`src/rtl/game_pkg.sv`:
```
// Shared definitions for the game-board status link: transmitter states,
// status-word field layout and default link geometry.
package game_pkg;

    localparam int DEF_WIDTH = 16;
    localparam int DEF_HALF  = 2;

    // Status-word field layout, also used by the game FSM that builds the word.
    localparam int P1_SCORE_MSB   = 15;
    localparam int P1_SCORE_LSB   = 12;
    localparam int P2_SCORE_MSB   = 11;
    localparam int P2_SCORE_LSB   = 8;
    localparam int GAME_STATE_MSB = 7;
    localparam int GAME_STATE_LSB = 4;
    localparam int WINNER_MSB     = 3;
    localparam int WINNER_LSB     = 2;
    localparam int RSVD_MSB       = 1;
    localparam int RSVD_LSB       = 0;

    typedef struct packed {
        logic [3:0] p1_score;
        logic [3:0] p2_score;
        logic [3:0] game_state;
        logic [1:0] winner;
        logic [1:0] rsvd;
    } status_word_t;

    typedef enum logic [2:0] {
        IDLE,
        SETUP,
        SHIFT_HI,
        SHIFT_LO,
        HOLD
    } state_t;

endpackage

```
`src/rtl/game_status_tx_sclk_tick.sv`:
```
// Phase divider: one-cycle tick every HALF clk cycles while running,
// restarted from zero on every accepted word.
module sclk_tick #(
    parameter int HALF = 2
) (
    input  logic clk,
    input  logic reset,
    input  logic restart,
    input  logic run,
    output logic tick
);

    localparam int CW = $clog2(HALF + 1);

    logic [CW-1:0] cnt;
    logic          last;

    assign last = (cnt == CW'(HALF - 1));
    assign tick = run && !restart && last;

    always_ff @(posedge clk or negedge reset) begin
        if (!reset) begin
            cnt <= '0;
        end else if (restart || !run || last) begin
            cnt <= '0;
        end else begin
            cnt <= cnt + CW'(1);
        end
    end

endmodule

```
`src/rtl/game_status_tx.sv`:
```
// SPI mode-0 style master that shifts one status word out MSB first over
// sclk/cs_n/sdo, fed by a valid/ready handshake from the game FSM.
module game_status_tx
    import game_pkg::*;
#(
    parameter int WIDTH = DEF_WIDTH,
    parameter int HALF  = DEF_HALF
) (
    input  logic             clk,
    input  logic             reset,
    input  logic [WIDTH-1:0] tx_data,
    input  logic             tx_valid,
    output logic             tx_ready,
    output logic             sclk,
    output logic             cs_n,
    output logic             sdo,
    output logic             done
);

    localparam int BW = $clog2(WIDTH + 1);

    state_t           state, state_n;
    logic [WIDTH-1:0] shreg, shreg_n;
    logic [BW-1:0]    bitcnt, bitcnt_n;
    logic             sclk_n, cs_n_n, sdo_n, done_n, ready_n;
    logic             accept, tick, running;

    assign accept  = tx_valid && tx_ready;
    assign running = (state != IDLE);

    sclk_tick #(.HALF(HALF)) u_tick (
        .clk     (clk),
        .reset   (reset),
        .restart (accept),
        .run     (running),
        .tick    (tick)
    );

    // All link outputs are registered so sclk/cs_n/sdo never glitch.
    always_ff @(posedge clk or negedge reset) begin
        if (!reset) begin
            state    <= IDLE;
            shreg    <= '0;
            bitcnt   <= '0;
            sclk     <= 1'b0;
            cs_n     <= 1'b1;
            sdo      <= 1'b0;
            done     <= 1'b0;
            tx_ready <= 1'b1;
        end else begin
            state    <= state_n;
            shreg    <= shreg_n;
            bitcnt   <= bitcnt_n;
            sclk     <= sclk_n;
            cs_n     <= cs_n_n;
            sdo      <= sdo_n;
            done     <= done_n;
            tx_ready <= ready_n;
        end
    end

    always_comb begin
        state_n  = state;
        shreg_n  = shreg;
        bitcnt_n = bitcnt;
        sclk_n   = sclk;
        cs_n_n   = cs_n;
        sdo_n    = sdo;
        done_n   = 1'b0;
        ready_n  = tx_ready;
        case (state)
            IDLE: begin
                sclk_n  = 1'b0;
                cs_n_n  = 1'b1;
                sdo_n   = 1'b0;
                ready_n = 1'b1;
                if (accept) begin
                    shreg_n  = tx_data;
                    bitcnt_n = '0;
                    cs_n_n   = 1'b0;
                    sdo_n    = tx_data[WIDTH-1];
                    ready_n  = 1'b0;
                    state_n  = SETUP;
                end
            end
            SETUP: begin
                if (tick) begin
                    sclk_n   = 1'b1;
                    bitcnt_n = bitcnt + BW'(1);
                    state_n  = SHIFT_HI;
                end
            end
            SHIFT_HI: begin
                if (tick) begin
                    sclk_n  = 1'b0;
                    state_n = SHIFT_LO;
                    // Present the next bit on the falling edge; the last bit stays put.
                    if (bitcnt < BW'(WIDTH)) begin
                        shreg_n = {shreg[WIDTH-2:0], 1'b0};
                        sdo_n   = shreg[WIDTH-2];
                    end
                end
            end
            SHIFT_LO: begin
                if (tick) begin
                    if (bitcnt < BW'(WIDTH)) begin
                        sclk_n   = 1'b1;
                        bitcnt_n = bitcnt + BW'(1);
                        state_n  = SHIFT_HI;
                    end else begin
                        sdo_n   = 1'b0;
                        state_n = HOLD;
                    end
                end
            end
            HOLD: begin
                if (tick) begin
                    cs_n_n  = 1'b1;
                    done_n  = 1'b1;
                    ready_n = 1'b1;
                    state_n = IDLE;
                end
            end
            default: begin
                state_n = IDLE;
                sclk_n  = 1'b0;
                cs_n_n  = 1'b1;
                sdo_n   = 1'b0;
                ready_n = 1'b1;
            end
        endcase
    end

endmodule

```
`config.mk`:
```
export PLATFORM = sky130hd
export DESIGN_NAME = game_status_tx
export DESIGN_NICKNAME = d
export VERILOG_FILES = /design/src/rtl/game_pkg.sv /design/src/rtl/game_status_tx_sclk_tick.sv /design/src/rtl/game_status_tx.sv
export SDC_FILE = /design/constraint.sdc
export NUM_CORES = 1
export LEC_CHECK = 0
export ABC_CLOCK_PERIOD_IN_PS = 2140
export CAP_MARGIN = 5
export CORE_MARGIN = 2
export CORE_UTILIZATION = 45
export DETAILED_ROUTE_END_ITERATION = 16
export GPL_TIMING_DRIVEN = 0
export HOLD_SLACK_MARGIN = 0.15
export PLACE_DENSITY_LB_ADDON = 0.1
export SETUP_SLACK_MARGIN = 0.02
export SLEW_MARGIN = 10
export SYNTH_ARGS = -nofsm -noshare
export SYNTH_HDL_FRONTEND = slang
export SYNTH_SLANG_ARGS = --single-unit
```
`constraint.sdc`:
```
create_clock -name clk -period 2.14 [get_ports clk]
set_clock_uncertainty 0.1 [all_clocks]
set_input_delay 0.428 -clock clk [delete_from_list [all_inputs] [get_ports clk]]
set_output_delay 0.428 -clock clk [all_outputs]
set_load 0.01 [all_outputs]
```
==> results of run 1 <==
-- registers in the layout, summed over array words and instances, names as in the netlist --
name	flops
bitcnt	5
cs_n	1
done	1
sclk	1
sdo	1
shreg	15
state	3
u_tick.cnt	2
-- cells by family (layout without fill, tap and decap cells) --
kind of cell	Yosys count	after routing	synth area share [%]
compound gates	53	53	24.74
xor+xnor	1	1	0.6056
fa+ha+maj	2	2	1.730
buf+inv	25	58	9.170
flops	29	29	50.26
mux	2	2	1.471
simple gates	35	35	12.03
-- cells in the mapped netlist, drive strengths merged (5+ instances only) --
| cell | instances | area, sq um |
|---|---|---|
| dfrtp | 28 | 700.7 |
| a21oi | 16 | 117.6 |
| inv | 16 | 60.06 |
| o22ai | 15 | 93.84 |
| nand2 | 11 | 41.29 |
| o21ai | 9 | 45.04 |
| buf | 7 | 65.06 |
| nand3 | 5 | 25.02 |
| nor2 | 5 | 18.77 |
-- area by class of cell --
cell class | instances | area share, %
inverter | 16 | 3.209
clock buffer | 7 | 2.941
tap | 44 | 2.941
timing repair buffer | 25 | 12.97
sequential | 29 | 38.84
buffer | 9 | 3.877
multi-input combinational | 93 | 33.62
clock inverter | 1 | 1.604
-- per-layer routing --
metal  vias to the layer above  global-route usage [%]
met1                       554                   23.50
li1                        589                       -
met3                         7                   4.691
met4                         0                   9.938
met5                         -                       0
met2                        34                   30.72
-- timing repair --
action | 4_1_cts | 5_1_grt
buffers inserted | 0 | 1
hold buffers | 1 | 0
endpoints found under the setup margin | 16 | 13
gates resized for setup | 1 | 7
endpoints found under the hold margin | 28 | 0
-- final timing paths --
path / endpoint / slack (ns) / depth (start not counted)
worst max-delay path: tx_ready / 0.07 / 2
worst min-delay path: bitcnt[3] / 0.40 / 1
worst max register to register: shreg[2] / 0.13 / 8
worst min register to register: bitcnt[3] / 0.40 / 1
max in group asynchronous: shreg[8] / 0.98 / 2
min in group asynchronous: shreg[6] / 0.55 / 2
-- through the flow --
| stage | cells | util [%] | power [W] | area, sq um | hold WS, ns |
|---|---|---|---|---|---|
| floorplan | 147 | - | 0.001575 | 1446 | 0.03241 |
| global placement | 214 | 56.72 | 0.001811 | 1732 | 0.3275 |
| finish | 224 | 61.31 | 0.002362 | 1872 | 0.4002 |
| global route | 224 | 61.31 | 0.002552 | 1872 | 0.4372 |
| detailed placement | 214 | 56.56 | 0.001847 | 1727 | 0.3449 |
| CTS | 223 | 59.84 | 0.002325 | 1827 | 0.3579 |
-- critical path, delay by kind of cell (launching register included) --
kind                   cells  cell delay [ns]
buffers and inverters      2             0.64
DFF                        1             0.59
-- power by group --
group / leakage, nW / total (W) / switching [W] / internal, W
sequential: 0.335 / 0.000917 / 0.000144 / 0.000773
clock: 0.0455 / 0.000472 / 0.000193 / 0.000279
combinational: 0.433 / 0.000972 / 0.000503 / 0.000469
total: 0.814 / 0.00236 / 0.000840 / 0.00152
==> insert_results.sql, run 1 <==
INSERT INTO impl_metrics (metric_group, metric, value, unit) VALUES
('outcome', 'run_status', 'finished, final reports clean', ''),
('setup_path', 'worstSetupEndpointType', 'output port', ''),
('sta', 'finalMaxSlewViolations', '0', ''),
('floorplanning', 'core-area', '3053', 'sq um'),
('finish', 'regArea', '726.9', 'sq um'),
('setup_path', 'crit_fanout', '6', ''),
('clocking', 'clock-sinks', '29', ''),
('floorplanning', 'core.rowCount', '20', ''),
('global_route', 'grt-ovfl-total', '0', ''),
('power_and_ir_drop', 'leakagePower', '0.8139', 'nW'),
('clocking', 'path_clk_slew', '0.09', 'ns'),
('clocking', 'cts-root-to-sink-buffers', '2', ''),
('sta', 'worst_slack', '0.06757', 'ns'),
('setup_path', 'worstPathRequired', '1.61', 'ns'),
('sta', 'final.period_utilization', '96.84', '%'),
('finish', 'highest_count_cells_in_the_layout_ignoring_fill_and_taps', 'dfrtp_1 (28), clkdlybuf4s50_1 (22), inv_1 (16)', ''),
('logic_synthesis', 'postSynth.asyncResetShare', '100.0', '%'),
('clocking', 'tritoncts', 'done', ''),
('logic_synthesis', 'avgSynthCellArea', '9.839', 'sq um'),
('logic_synthesis', 'synth_enable_flop_cells', '0', ''),
('floorplanning', 'floorplan.initialDensity', '47.38', '%'),
('detailed_routing', 'drt-total-wl', '2.933', 'mm'),
('finish', 'n_antenna_cell', '0', ''),
('setup_path', 'timing_worst_setup_path_type', 'flip-flop to output port', ''),
('logic_synthesis', 'synth-seq-area-share', '50.26', '%'),
('placed_design', 'detailed_place_hpwl', '2.098', 'mm'),
('detailed_routing', 'vias', '1184', ''),
('setup_path', 'crit-reg2reg-launch', 'u_tick.cnt[1]', ''),
('setup_path', 'worst_ep_arrival_time', '1.54', 'ns'),
('sta', 'tightestPinTransition', '0.6286', 'ns'),
('placed_design', 'detailedPlace.worstSlack', '-0.3186', 'ns'),
('sta', 'fmaxAchievable', '0.4825', 'GHz'),
('clocking', 'clock-root-buffer', 'clkbuf_4', ''),
('job', 'maxCapViolCount', '0', ''),
('detailed_routing', 'met1_length', '1.318', 'mm'),
('setup_path', 'cp_cell_sequence', 'buf_4 -> clkdlybuf4s50_1', ''),
('power_and_ir_drop', 'ir_worst_vdd', '702.1', 'uV'),
('placed_design', 'place_congestion', '0.7893', ''),
('logic_synthesis', 'synth.net_count', '168', ''),
('setup_path', 'critPathLaunchType', 'flip-flop', ''),
('logic_synthesis', 'post_synth_top_flop', 'dfrtp_1', ''),
('finish', 'fillerInstances', '270', ''),
('global_route', 'antenna_found_initial', '0', ''),
('sta', 'rsz0062_at_grt', 'no', ''),
('finish', 'multiInputGateArea', '629.4', 'sq um'),
('global_route', 'grt_max_degree', '30', ''),
('floorplanning', 'die_height', '60.70', 'um'),
('logic_synthesis', 'synth-warning-count', '0', ''),
('worst_hold_path', 'hold_path_class', 'flip-flop to flip-flop', ''),
('clocking', 'insertion_delay', '0.33', 'ns'),
('finish', 'flow.area_growth_from_synthesis', '29.41', '%'),
('setup_path', 'slowest_delay', '0.59', 'ns'),
('sta', 'setup_viol', '0', ''),
('detailed_routing', 'wire_length_on_met2', '1.413', 'mm'),
('logic_synthesis', 'synthesized_instance_count', '147', ''),
('power_and_ir_drop', 'power.density', '1262', 'nW/um^2'),
('sta', 'hold_viol_final', '0', ''),
('detailed_routing', 'drc', '0', ''),
('setup_path', 'cp-startpoint', 'cs_n', ''),
('detailed_routing', 'highest-signal-layer', 'met4', ''),
('detailed_routing', 'route.met3.wl', '136', 'um'),
('detailed_routing', 'antenna_left', '0', ''),
('global_route', 'grt_first_pass_wirelength', '5.085', 'mm'),
('logic_synthesis', 'netlist_area', '1446', 'sq um'),
('clocking', 'cts_made_buffers', '5', ''),
('detailed_routing', 'viasPerCell', '5.286', ''),
('global_route', 'grtUsageTotal', '18.98', '%'),
('worst_hold_path', 'hp-start', 'bitcnt[3]', ''),
('sta', 'final.setup.tns', '0', 'ns'),
('finish', 'final_nets', '200', ''),
('placed_design', 'buffer_ports.inserted', '23', '');
No activity file was read; power rests on OpenSTA's default activity.
==> inputs of run 2 (changes only) <==
--- a/config.mk
+++ b/config.mk
@@ -5,7 +5,7 @@
 export SDC_FILE = /design/constraint.sdc
 export NUM_CORES = 1
 export LEC_CHECK = 0
-export ABC_CLOCK_PERIOD_IN_PS = 2140
+export ABC_CLOCK_PERIOD_IN_PS = 2200
 export CAP_MARGIN = 5
 export CORE_MARGIN = 2
 export CORE_UTILIZATION = 45
@@ -14,7 +14,7 @@
 export HOLD_SLACK_MARGIN = 0.15
 export PLACE_DENSITY_LB_ADDON = 0.1
 export SETUP_SLACK_MARGIN = 0.02
-export SLEW_MARGIN = 10
+export SLEW_MARGIN = 25
 export SYNTH_ARGS = -nofsm -noshare
 export SYNTH_HDL_FRONTEND = slang
 export SYNTH_SLANG_ARGS = --single-unit
==> constraint.sdc (replaced) <==
create_clock -name clk -period 2.2 [get_ports clk]
set_clock_uncertainty 0.1 [all_clocks]
set_input_delay 0.44 -clock clk [delete_from_list [all_inputs] [get_ports clk]]
set_output_delay 0.44 -clock clk [all_outputs]
set_load 0.01 [all_outputs]
==> run 2 against run 1 <==
  * Sequential share of layout area grew 0.50 points
  * Critical endpoint unchanged
  * Setup slack gained 0.038 ns
  * First-iteration DRC count is 21% higher
  * Via count is 0.51% lower
  * Routed wire length up 0.55%
  * Sequential power is 2.8% lower
==> insert_results.sql, run 2 (synthesis results as in run 1) <==
INSERT INTO impl_metrics (metric_group, metric, value, unit) VALUES
('finish', 'register_containing_the_most_flip_flops_in_the_final_layout', 'shreg', ''),
('sta', 'tightestPinTransition', '0.6291', 'ns'),
('setup_path', 'slowest_delay', '0.60', 'ns'),
('setup_path', 'worstSetupEndpointType', 'output port', ''),
('finish', 'final_core_util', '60.53', '%'),
('detailed_routing', 'routedWlPerCell', '13.22', 'um'),
('sta', 'hold_viol_final', '0', ''),
('clocking', 'path_clk_slew', '0.09', 'ns'),
('power_and_ir_drop', 'p_comb_share', '40.5', '%'),
('floorplanning', 'die_height', '60.70', 'um'),
('finish', 'n_antenna_cell', '0', ''),
('floorplanning', 'die-area', '3684', 'sq um'),
('setup_path', 'cp_cell_sequence', 'buf_4 -> clkdlybuf4s50_1', ''),
('placed_design', 'detailedPlace.worstSlack', '-0.2706', 'ns'),
('setup_path', 'timing_worst_setup_path_type', 'flip-flop to output port', ''),
('worst_hold_path', 'hold_path_class', 'flip-flop to flip-flop', ''),
('clocking', 'cts_htree_levels', '2', ''),
('sta', 'timing.slew.headroom', '58.06', '%'),
('finish', 'reg_top3', 'shreg x15, bitcnt x5, state x3', ''),
('global_route', 'number_of_global_route_vias_before_repair', '1156', ''),
('floorplanning', 'fp.dieW', '60.70', 'um'),
('placed_design', 'place_congestion', '0.7893', ''),
('global_route', 'grt_max_degree', '30', ''),
('sta', 'hold-worst-slack', '0.3606', 'ns'),
('placed_design', 'detailed_place_hpwl', '2.098', 'mm'),
('setup_path', 'worst_ep_arrival_time', '1.55', 'ns'),
('power_and_ir_drop', 'p_int', '0.001455', 'W'),
('sta', 'worst_slack', '0.1053', 'ns'),
('finish', 'highest_count_cells_in_the_layout_ignoring_fill_and_taps', 'dfrtp_1 (28), clkdlybuf4s50_1 (22), inv_1 (16)', ''),
('clocking', 'cts-root-to-sink-buffers', '2', ''),
('global_route', 'grt_first_pass_wirelength', '5.085', 'mm'),
('power_and_ir_drop', 'power.density', '1226', 'nW/um^2'),
('sta', 'final.period_utilization', '95.22', '%'),
('power_and_ir_drop', 'post-layout-total-power', '0.002267', 'W'),
('detailed_routing', 'drt-total-wl', '2.949', 'mm'),
('detailed_routing', 'first_pass_iters', '4', ''),
('global_route', 'grtUsageTotal', '18.98', '%'),
('setup_path', 'worstPathRequired', '1.66', 'ns'),
('outcome', 'run_status', 'finished, final reports clean', ''),
('sta', 'setup_viol', '0', ''),
('clocking', 'clock-root-buffer', 'clkbuf_4', ''),
('sta', 'fmaxAchievable', '0.4774', 'GHz'),
('setup_path', 'cp_top_family', 'buffers and inverters', ''),
('floorplanning', 'core-area', '3053', 'sq um'),
('detailed_routing', 'vias', '1178', ''),
('global_route', 'antenna_found_initial', '0', ''),
('clocking', 'cts_post_setup_buffers_inserted', '0', ''),
('finish', 'final_common_cell', 'dfrtp_1', ''),
('power_and_ir_drop', 'power.clock.fraction', '20.2', '%'),
('detailed_routing', 'viasPerCell', '5.283', ''),
('power_and_ir_drop', 'ir_worst_vdd', '658.5', 'uV'),
('job', 'maxCapViolCount', '0', ''),
('detailed_routing', 'drc', '0', ''),
('global_route', 'grt-ovfl-total', '0', ''),
('sta', 'final_period_minus_worst_setup_slack', '2.095', 'ns'),
('detailed_routing', 'drtIter0Drc', '81', ''),
('clocking', 'clock-sinks', '29', ''),
('power_and_ir_drop', 'seq_power_share', '39.3', '%'),
('power_and_ir_drop', 'leakagePower', '0.8056', 'nW'),
('finish', 'flow.area_growth_from_synthesis', '27.77', '%'),
('setup_path', 'critPathLaunchType', 'flip-flop', ''),
('sta', 'finalMaxSlewViolations', '0', ''),
('clocking', 'cts_made_buffers', '5', ''),
('setup_path', 'reg2reg_setup_slack', '0.13', 'ns'),
('sta', 'rsz0062_at_grt', 'yes', ''),
('setup_path', 'critical-path-slowest-cell', 'dfstp_2', ''),
('placed_design', 'buffer_ports.inserted', '23', ''),
('setup_path', 'critical_path_buf_inv_count', '2', ''),
('setup_path', 'crit_fanout', '7', ''),
('power_and_ir_drop', 'p_switching', '0.0008111', 'W'),
('floorplanning', 'floorplan.initialDensity', '47.38', '%'),
('floorplanning', 'core.rowCount', '20', ''),
('clocking', 'insertion_delay', '0.33', 'ns'),
('power_and_ir_drop', 'netSwitchingFraction', '35.79', '%'),
('finish', 'final_nets', '199', ''),
('finish', 'largest_register_ffs', '15', ''),
('clocking', 'tritoncts', 'done', ''),
('detailed_routing', 'antenna_left', '0', ''),
('finish', 'drive_above_1_share', '19.55', '%'),
('floorplanning', 'floorplan.io_pins', '24', ''),
('finish', 'fillerInstances', '274', '');
==> run 2: cell count changes in the layout (fill, tap and decap cells not counted) <==
| cell | before | now |
|---|---|---|
| buf_4 | 2 | 1 |
| a21bo_2 | 0 | 1 |
| ha_2 | 0 | 1 |
| ha_4 | 1 | 0 |
| a21bo_4 | 1 | 0 |
==> run 2: final timing paths <==
path	end	start	cells after the start
min in group asynchronous	shreg[6]	reset	2
max in group asynchronous	shreg[8]	reset	2
worst min-delay path	u_tick.cnt[0]	u_tick.cnt[0]	1
worst min register to register	u_tick.cnt[0]	u_tick.cnt[0]	1
worst max-delay path	tx_ready	cs_n	2
worst max register to register	shreg[2]	u_tick.cnt[1]	8
==> run 2: power by group through the flow <==
stage | sequential [W] | clock, W | combinational [W]
floorplan | 0.000872 | 0 | 0.000660
global placement | 0.000882 | 0 | 0.000879
detailed placement | 0.000890 | 0 | 0.000907
CTS | 0.000882 | 0.000467 | 0.000912
global route | 0.000918 | 0.000496 | 0.00103
finish | 0.000891 | 0.000458 | 0.000918
==> run 2: layer usage <==
metal	share of wire, %	global-route usage [%]
met5	0	0
met2	48	30.72
met3	3.4	4.691
met4	1.9	9.938
met1	46	23.50
==> run 2: area by class of cell <==
class / count / area, sq um / area share (%)
sequential: 29 / 726.9 / 39.34
multi-input combinational: 93 / 613.1 / 33.18
timing repair buffer: 24 / 235.2 / 12.73
buffer: 9 / 72.57 / 3.927
inverter: 16 / 60.06 / 3.250
clock buffer: 7 / 55.05 / 2.979
tap: 44 / 55.05 / 2.979
clock inverter: 1 / 30.03 / 1.625
==> run 2: per-stage QoR <==
stage                     instance area, sq um  cells  TNS, ns
after floorplan                           1446    147        0
after global placement                    1732    214   -3.274
after detailed placement                  1727    214   -3.558
after CTS                                 1827    223        0
after global routing                      1848    223        0
final                                     1848    223        0
==> run 2: repair_timing <==
action                                 in CTS  in global routing
endpoints found under the hold margin      28                  0
setup endpoints to repair                  13                  9
hold buffers                                1                  0
pin swaps                                   0                  0
resized for setup                           1                  5
==> run 2: worst reg2reg max path, cell delays in order, from the launching register on <==
cell and delay [ns]:
dfrtp_1 0.37, inv_1 0.06, ha_2 0.20, a21bo_2 0.28
or3_1 0.38, buf_6 0.15, buf_2 0.18, o22ai_1 0.20
a21oi_2 0.04
==> inputs of run 3 (changes only) <==
--- a/config.mk
+++ b/config.mk
@@ -7,6 +7,7 @@
 export LEC_CHECK = 0
 export ABC_CLOCK_PERIOD_IN_PS = 2200
 export CAP_MARGIN = 5
+export CORE_ASPECT_RATIO = 1.75
 export CORE_MARGIN = 2
 export CORE_UTILIZATION = 45
 export DETAILED_ROUTE_END_ITERATION = 16
==> run 3 against run 2 <==
  * Critical path depth up 5
  * Worst hold slack lost 0.010 ns
  * Sequential power is 0.4% higher
  * Combinational power increased by 2.7%
  * Setup slack improved by 0.044 ns
  * Power fell by 0.42%
  * Non-clock buffer count shrank 1
  * Die area grew 0.48%
  * Utilization down 1.6 points
  * Largest cell class unchanged
  * First-iteration DRC count fell by 75%
==> insert_results.sql, run 3 (synthesis results as in run 1) <==
INSERT INTO impl_metrics (metric_group, metric, value, unit) VALUES
('sta', 'rsz0062_at_grt', 'no', ''),
('clocking', 'cts_htree_levels', '2', ''),
('global_route', 'number_of_global_route_vias_before_repair', '1208', ''),
('sta', 'tightestPinTransition', '0.6423', 'ns'),
('finish', 'largest_register_ffs', '15', ''),
('floorplanning', 'core.rowCount', '27', ''),
('global_route', 'grtUsageTotal', '20.76', '%'),
('clocking', 'cts-root-to-sink-buffers', '2', ''),
('floorplanning', 'fp.dieW', '46.86', 'um'),
('placed_design', 'buffer_ports.inserted', '23', ''),
('setup_path', 'worstSetupEndpointType', 'flip-flop', ''),
('setup_path', 'critPathLaunchType', 'input pin', ''),
('placed_design', 'place_congestion', '0.8434', ''),
('global_route', 'grt_first_pass_wirelength', '5.478', 'mm'),
('global_route', 'groute.layer.met3.usage', '6.136', '%'),
('finish', 'fillerInstances', '299', ''),
('floorplanning', 'floorplan.initialDensity', '46.54', '%'),
('finish', 'final_common_cell', 'dfrtp_1', ''),
('clocking', 'cts_made_buffers', '5', ''),
('finish', 'reg_top3', 'shreg x15, bitcnt x5, state x3', ''),
('sta', 'fmaxAchievable', '0.4876', 'GHz'),
('global_route', 'grt_most_used_layer', 'met2', ''),
('outcome', 'run_status', 'finished, final reports clean', ''),
('clocking', 'tritoncts', 'done', ''),
('detailed_routing', 'routedWlPerCell', '14.91', 'um'),
('clocking', 'clock-sinks', '29', ''),
('detailed_routing', 'drt-total-wl', '3.295', 'mm'),
('setup_path', 'cp_top_family', 'buffers and inverters', ''),
('sta', 'timing.slew.headroom', '57.18', '%'),
('floorplanning', 'die_height', '79', 'um'),
('finish', 'drive_above_1_share', '17.98', '%'),
('placed_design', 'detailed_place_hpwl', '2.381', 'mm'),
('setup_path', 'timing_worst_setup_path_type', 'input pin to flip-flop', ''),
('worst_hold_path', 'hold_path_class', 'flip-flop to flip-flop', ''),
('finish', 'highest_count_cells_in_the_layout_ignoring_fill_and_taps', 'dfrtp_1 (28), clkdlybuf4s50_1 (22), inv_1 (16)', ''),
('detailed_routing', 'drtIter0Drc', '20', ''),
('placed_design', 'detailedPlace.worstSlack', '-0.3317', 'ns'),
('detailed_routing', 'vias', '1184', ''),
('clocking', 'insertion_delay', '0.28', 'ns'),
('setup_path', 'crit_fanout', '10', ''),
('clocking', 'path_clk_slew', '0.06', 'ns'),
('floorplanning', 'die-area', '3702', 'sq um'),
('sta', 'final.setup.tns', '0', 'ns'),
('clocking', 'clock-root-buffer', 'clkbuf_8', ''),
('power_and_ir_drop', 'leakagePower', '0.7970', 'nW'),
('setup_path', 'worstPathRequired', '2.27', 'ns'),
('global_route', 'met2_usage', '35.34', '%'),
('setup_path', 'critical_path_buf_inv_count', '3', ''),
('sta', 'hold_viol_final', '0', ''),
('power_and_ir_drop', 'ir_worst_vdd', '756.0', 'uV'),
('sta', 'finalMaxSlewViolations', '0', ''),
('sta', 'worst_slack', '0.1490', 'ns'),
('power_and_ir_drop', 'power.density', '1232', 'nW/um^2'),
('setup_path', 'slowest_delay', '0.45', 'ns'),
('finish', 'register_containing_the_most_flip_flops_in_the_final_layout', 'shreg', ''),
('global_route', 'grt-ovfl-total', '0', ''),
('sta', 'final.period_utilization', '93.23', '%'),
('clocking', 'cts_post_setup_buffers_inserted', '0', ''),
('global_route', 'antenna_found_initial', '0', ''),
('job', 'maxCapViolCount', '0', ''),
('sta', 'setup_viol', '0', ''),
('setup_path', 'worst_ep_arrival_time', '2.12', 'ns'),
('finish', 'n_antenna_cell', '0', ''),
('setup_path', 'critical-path-slowest-cell', 'clkdlybuf4s50_1', ''),
('detailed_routing', 'first_pass_iters', '4', ''),
('detailed_routing', 'antenna_left', '0', ''),
('floorplanning', 'floorplan.io_pins', '24', ''),
('finish', 'final_nets', '198', ''),
('global_route', 'grtUsageMet1', '23.29', '%'),
('setup_path', 'cp_cell_sequence', 'clkdlybuf4s50_1 -> a21bo_2 -> or3_1 -> buf_6 -> buf_2 -> o22ai_1 -> a21oi_2', ''),
('setup_path', 'reg2reg_setup_slack', '0.15', 'ns'),
('global_route', 'grt_max_degree', '30', ''),
('finish', 'flow.area_growth_from_synthesis', '26.64', '%'),
('detailed_routing', 'viasPerCell', '5.357', ''),
('floorplanning', 'core-area', '3108', 'sq um'),
('sta', 'final_period_minus_worst_setup_slack', '2.051', 'ns'),
('detailed_routing', 'drc', '0', '');
## run 3: changes by cell type in the layout (fill, tap and decap cells not counted), sizes merged
cell	previous run	this run
bufinv	1	0
## run 3: per-layer routing
metal / wire length [um] / vias to the layer above
met1: 1294 / 569
met5: 0 / -
met2: 1808 / 29
met3: 120 / 7
li1: - / 579
met4: 71 / 0
## run 3: final timing paths
check,start,end,cells past startpoint
setup / recovery,tx_valid,shreg[8],7
hold / removal,u_tick.cnt[0],u_tick.cnt[0],1
setup reg to reg,u_tick.cnt[1],shreg[8],8
hold reg to reg,u_tick.cnt[0],u_tick.cnt[0],1
max in group asynchronous,reset,shreg[6],2
min in group asynchronous,reset,u_tick.cnt[0],2
## run 3: cell type report
cell class	count	area [sq um]	share of cell area (%)
flip-flops and latches	29	726.9	39.69
multi-input cells	93	606.8	33.13
repair buffers	24	235.2	12.84
clock buffers	8	80.08	4.372
plain buffers	8	68.82	3.757
inverters	16	60.06	3.279
well taps	43	53.80	2.937
## run 3: power by group
group / switching, W / internal, W
combinational: 0.000514 / 0.000428
clock: 0.000195 / 0.000224
sequential: 0.000140 / 0.000754
total: 0.000850 / 0.00141
## run 3: worst reg2reg max path, cell delays in order, from the launching register on
cell and delay (ns):
dfrtp_1 0.36, inv_1 0.05, ha_2 0.20, a21bo_2 0.28, or3_1 0.37, buf_6 0.15, buf_2 0.18, o22ai_1 0.20
a21oi_2 0.05
## run 3: repair_timing
action                     in CTS  in global routing
hold buffers                    1                  0
resized for setup               2                  3
setup endpoints to repair      13                  7
hold endpoints to repair       28                  0
## run 3: metrics by stage
stage	hold WS, ns	cell area [sq um]	power [W]	util [%]	instances
4_1_cts	0.3552	1823	0.002264	58.66	222
2_1_floorplan	0.04441	1446	0.001532	-	147
5_1_grt	0.4002	1832	0.002432	58.94	221
3_3_place_gp	0.3282	1730	0.001767	55.68	213
3_5_place_dp	0.3474	1725	0.001826	55.52	213
6_report	0.3504	1832	0.002257	58.94	221
